[src/rtl/mac_tx_buf.sv]
// MAC transmit buffer: first-word-fall-through FIFO of per-lane data/control entries.
// Shows idle symbols on every lane while empty; sticky overflow/underflow flags.
module mac_tx_buf #(
  parameter int N_CHANNELS = 4,
  parameter int W_BYTE = 8,
  parameter int DEPTH = 8,
  parameter logic [W_BYTE-1:0] IDLE_SYM = 8'h07
) (
  input  logic i_clk,
  input  logic i_reset,
  input  logic i_clk_en,
  input  logic i_clear,
  input  logic i_wen,
  input  logic [N_CHANNELS-1:0] i_wctrl,
  input  logic [N_CHANNELS*W_BYTE-1:0] i_wdata,
  input  logic i_ren,
  output logic [N_CHANNELS-1:0] o_rctrl,
  output logic [N_CHANNELS*W_BYTE-1:0] o_rdata,
  output logic o_empty,
  output logic o_full,
  output logic [$clog2(DEPTH):0] o_level,
  output logic o_ovf,
  output logic o_udf
);

  localparam int AW = $clog2(DEPTH);
  localparam int DW = N_CHANNELS * W_BYTE;
  localparam int EW = DW + N_CHANNELS;
  localparam logic [AW:0] ONE = 1;

  logic [AW:0] wptr_q, wptr_d;
  logic [AW:0] rptr_q, rptr_d;
  logic ovf_q, ovf_d;
  logic udf_q, udf_d;
  logic [EW-1:0] mem_q [DEPTH];
  logic [EW-1:0] head;
  logic empty, full, rd_acc, wr_acc, op_en;

  always_comb begin
    empty = (wptr_q == rptr_q);
    full = (wptr_q[AW-1:0] == rptr_q[AW-1:0])
        && (wptr_q[AW] != rptr_q[AW]);
    op_en = i_clk_en & ~i_clear;
    // A pop frees a slot, so a write while full is fine in the same cycle.
    rd_acc = op_en & i_ren & ~empty;
    wr_acc = op_en & i_wen & (~full | rd_acc);
    wptr_d = wptr_q;
    rptr_d = rptr_q;
    ovf_d = ovf_q;
    udf_d = udf_q;
    if (i_clk_en & i_clear) begin
      wptr_d = '0;
      rptr_d = '0;
      ovf_d = 1'b0;
      udf_d = 1'b0;
    end else begin
      if (rd_acc) rptr_d = rptr_q + ONE;
      if (wr_acc) wptr_d = wptr_q + ONE;
      if (op_en & i_ren & empty) udf_d = 1'b1;
      if (op_en & i_wen & ~wr_acc) ovf_d = 1'b1;
    end
  end

  always_ff @(posedge i_clk) begin
    if (i_reset) begin
      wptr_q <= '0;
      rptr_q <= '0;
      ovf_q <= 1'b0;
      udf_q <= 1'b0;
    end else begin
      wptr_q <= wptr_d;
      rptr_q <= rptr_d;
      ovf_q <= ovf_d;
      udf_q <= udf_d;
    end
  end

  always_ff @(posedge i_clk) begin
    if (!i_reset && wr_acc) begin
      mem_q[wptr_q[AW-1:0]] <= {i_wctrl, i_wdata};
    end
  end

  always_comb begin
    head = mem_q[rptr_q[AW-1:0]];
    o_empty = empty;
    o_full = full;
    o_level = wptr_q - rptr_q;
    o_ovf = ovf_q;
    o_udf = udf_q;
    if (empty) begin
      o_rdata = {N_CHANNELS{IDLE_SYM}};
      o_rctrl = '1;
    end else begin
      o_rdata = head[DW-1:0];
      o_rctrl = head[EW-1:DW];
    end
  end

endmodule

[config.mk]
export PLATFORM = sky130hd
export DESIGN_NAME = mac_tx_buf
export DESIGN_NICKNAME = d
export VERILOG_FILES = /design/src/rtl/mac_tx_buf.sv
export SDC_FILE = /design/constraint.sdc
export NUM_CORES = 1
export LEC_CHECK = 0
export CAP_MARGIN = 20
export CORE_MARGIN = 10
export CORE_UTILIZATION = 45
export DETAILED_ROUTE_END_ITERATION = 10
export DONT_BUFFER_PORTS = 1
export GPL_TIMING_DRIVEN = 0
export PLACE_DENSITY_LB_ADDON = 0.05
export SLEW_MARGIN = 20
export SYNTH_ARGS = -nofsm -noshare
export SYNTH_HDL_FRONTEND = slang
export SYNTH_SLANG_ARGS = --single-unit
[constraint.sdc]
create_clock -name i_clk -period 6.1 [get_ports i_clk]
set_input_delay 1.22 -clock i_clk [delete_from_list [all_inputs] [get_ports i_clk]]
set_output_delay 1.22 -clock i_clk [all_outputs]
set_load 0.01 [all_outputs]
==> summary.md <==
| Metric | Value |
|---|---|
| CP arrival | roughly 2.9 ns |
| Mapped Area | 11620 µm² |
| WP data required | approximately 5 ns |
| Post-Synthesis Cells | between 500 and 600 |
| Pin count of the biggest net entering global routing | 19 |
| Port Buf Inserts | 0 |
| Initial core utilization | 0.4587 |
| Post-cts resize count | 0 |
| Startpoint Class | flop |
| Final Setup Violations | 0 |
| Chip Width | around 180 µm |
| Worst Path Max Fanout | 10 |
| Compound-Gate Fraction of Synth Area | 0.008293 |
| I/O Pins | 86 |
| Hold depth | 2 |
| H-tree depth | 1 |
| CP Capture Type | primary output |
| Cell Rows | 58 |
| Yosys top cell area share | 0.7444 |
| Slew HR | 0.3240 |
| Synth Warn # | 0 |
| DRT Wirelength | 24.73 mm |
| Met3 wire len | 1.987 mm |
| Peak Freq | 244.9 MHz |
| Endpoints failing hold | 0 |
| Post-place instance area | 12490 µm² |
| Drt pass-1 iters | 4 |
| CTS tree | done |
| Switching pwr | 733.9 µW |
| Max Root-Sink Buffers | 3 |
| Layout Area Growth over Synthesis | 15.43% |
| Largest cells by area after synthesis | edfxtp_1 74%, mux4_2 14%, mux2i_1 3.3% |
| Via density | 5.641 |
| MaxCap Viol Count | 0 |
| Post-route cell area | 13410 µm² |
| Vias in the first global route | 5807 |
| Clk pwr share | 0.426 |
| Combinational power share | 0.011 |
| DR top layer | met4 |
| CP Buf/Inv Count | 1 |
| Number of buffers inserted by post-CTS setup repair | 0 |
| CTS Buf Count | 31 |
| CP dominant cell by count | nand2_1 |
| Pwr dens | 300.8 nW/µm² |
| Dpl hpwl | 16.42 mm |
| Max-slew violation count | 0 |
| Worst Tran Pin Value | 1.014 ns |
| Die Area | 32640 µm² |
| Largest family of logic cells by synthesized area | multiplexers |
| CP top delay family | simple AND/OR/NAND/NOR gates |
| Crit-path cells | ha_1, and3_1, nand2_1, clkbuf_1, nand2_1 |
| RSZ-0062 raised after global routing | false |
| Hold WC Path Type | flop to flop |
| Routed vias | ~5400 |
| Root Buffer | clkbuf_16 |
| CP max stage cell | clkbuf_1 |
| Critical Path Stages | 5 |
| Clock skew | around 0.0065 ns |
| Die Y | approximately 180 µm |
| Setup TNS | 0 ns |
| First-pass GRT wire length | around 38 mm |
| P_int | 3.300 mW |
| Skew-Pair Late Insertion Delay | 0.54 ns |
| Initial antenna violation count | 0 |
| Tmin final | just over 4 ns |
| Grt total ovfl | 0 |
| Routed length on met1 | between 10 and 15 mm |
| Clock Sinks | around 300 |
| Iter 0 DRT Violations | between 400 and 500 |
| Synthesized flop and latch total | 301 |
| Mapped Nets | 589 |
| Largest area contributor in the netlist | edfxtp_1 |
| Antenna violation net count after detailed routing | 0 |
| Unique masters post-synth | 33 |
| GPL Wtd Cong | 0.7455 |
| Wire per inst | 25.95 µm |
| Mux cell area share after synthesis | 0.1723 |
| CP max stage delay | just under 0.6 ns |
| Met2 WL | 12.16 mm |
| DR DRC count | 0 |
| Outcome | finished clean |
| Register area share after synthesis | 0.7668 |
| Sequential Power Share | 0.563 |
| Sw Share | 0.1819 |
| Reg2Reg Depth | 9 |
| Nets | 650 |
| Syn avg cell area | 21.47 µm² |
| Core area | about 25000 µm² |
| Pleak | roughly 4.1 nW |
| Final period util | 0.6694 |
| Crit Path Class | flop to primary output |
| Post-Synth XOR/XNOR Area | 0.006677 |
| Clock-pin slew of the registers on the worst-case setup and hold paths | 0.06 ns |
| Hold-fix buffers, CTS | 0 |
| Max IR drop VDD | around 0.00021 V |
| Layout cells sized above 1 | 0.2556 |
| Global Route Usage Sum | 0.1511 |
| Post-Synth Simple-Gate Area | 0.02596 |
| Synth Area in Adders | 0.007108 |
[sequential cells by signal, summed over array words and instances, names as in the netlist, named ones only]
register / flops
mem_q: 288
o_ovf: 1
o_udf: 1
rptr_q: 4
wptr_q: 4
[layout by cell type (no fill, tap or decap), types with 2 or more instances in the layout]
cell,instances
a21o_1,2
a21oi_1,5
and3b_1,2
buf_1,10
buf_12,3
buf_16,9
buf_2,18
buf_4,9
bufinv_16,2
clkbuf_1,17
clkbuf_16,31
clkinv_1,2
clkinv_2,3
dfxtp_1,13
edfxtp_1,288
ha_1,5
inv_1,8
mux2i_1,38
mux4_2,72
nand2_1,19
nand3_1,3
nand3b_1,2
nor2_1,31
nor2_4,6
nor4_2,2
or3_1,2
xnor2_1,5
xor2_1,2
[cell usage after synthesis, drive strengths merged]
master	number
dfxtp	13
nand3	3
or3	2
o211ai	1
and3	1
xnor2	6
o31ai	1
and3b	2
fa	1
nand2b	1
edfxtp	288
nor4	2
a21o	2
buf	21
a211oi	1
nand3b	2
nor2	37
a31oi	1
nand2	19
o21ai	1
xor2	2
a21oi	5
or2	1
mux4	72
o311ai	1
ha	5
inv	8
clkbuf	4
mux2i	38
[worst paths after layout]
| check | from | end | slack, ns |
|---|---|---|---|
| setup / recovery | wptr_q[1] | o_rdata[26] | 2.02 |
| hold / removal | wptr_q[0] | wptr_q[0] | 0.50 |
| setup reg to reg | wptr_q[1] | mem_q[0][14] | 2.93 |
| hold reg to reg | wptr_q[0] | wptr_q[0] | 0.50 |
[worst register-to-register path, stage by stage, from the launching register on]
cell and delay, ns:
dfxtp_1 0.53, ha_1 0.33, nand3_1 0.20, o31ai_4 0.11, nand2b_1 0.34, nor4_2 0.48, buf_4 0.27, buf_4 0.18
buf_2 0.21, buf_2 0.23
[layout make-up]
| cell class | count | area, µm² |
|---|---|---|
| fill | 1950 | 11920 |
| multi-input combinational | 207 | 2618 |
| timing repair buffer | 28 | 400.4 |
| sequential | 301 | 8909 |
| clock inverter | 8 | 91.34 |
| clock buffer | 45 | 828.3 |
| buffer | 25 | 118.9 |
| tap | 330 | 412.9 |
| inverter | 8 | 30.03 |
| antenna | 1 | 2.502 |
[layer usage]
metal / track usage / up-vias
met5: 0 / -
met4: 0.03150 / 0
met3: 0.04799 / 36
met2: 0.2483 / 139
met1: 0.1926 / 2862
li1: - / 2339
[power by group through the flow]
stage	registers, mW	clock network (mW)	logic (mW)
2_1_floorplan	2.31	0	0.0307
3_3_place_gp	2.32	0	0.0426
3_5_place_dp	2.31	0	0.0457
4_1_cts	2.27	1.77	0.0458
5_1_grt	2.27	1.85	0.0483
6_report	2.27	1.72	0.0441
[cells by family after synthesis]
family          count (synthesis)
mux                           110
xor+xnor                        8
simple gates                   70
flops                         301
fa+ha+maj                       6
compound gates                 13
buf+inv                        33
[stage by stage]
stage | std cells | util | hold slack (ns) | setup WS (ns) | total power [mW]
detailed placement | 899 | 0.4931 | 0.4914 | 2.442 | 2.360
CTS | 952 | 0.5294 | 0.4997 | 1.882 | 4.082
global placement | 871 | 0.4750 | 0.4829 | -3.865 | 2.358
floorplan | 541 | - | 0.4666 | 0.2800 | 2.345
global route | 952 | 0.5294 | 0.5166 | 1.812 | 4.171
finish | 953 | 0.5295 | 0.4963 | 2.017 | 4.034
Note: power is estimated with default switching activity, not from simulation.
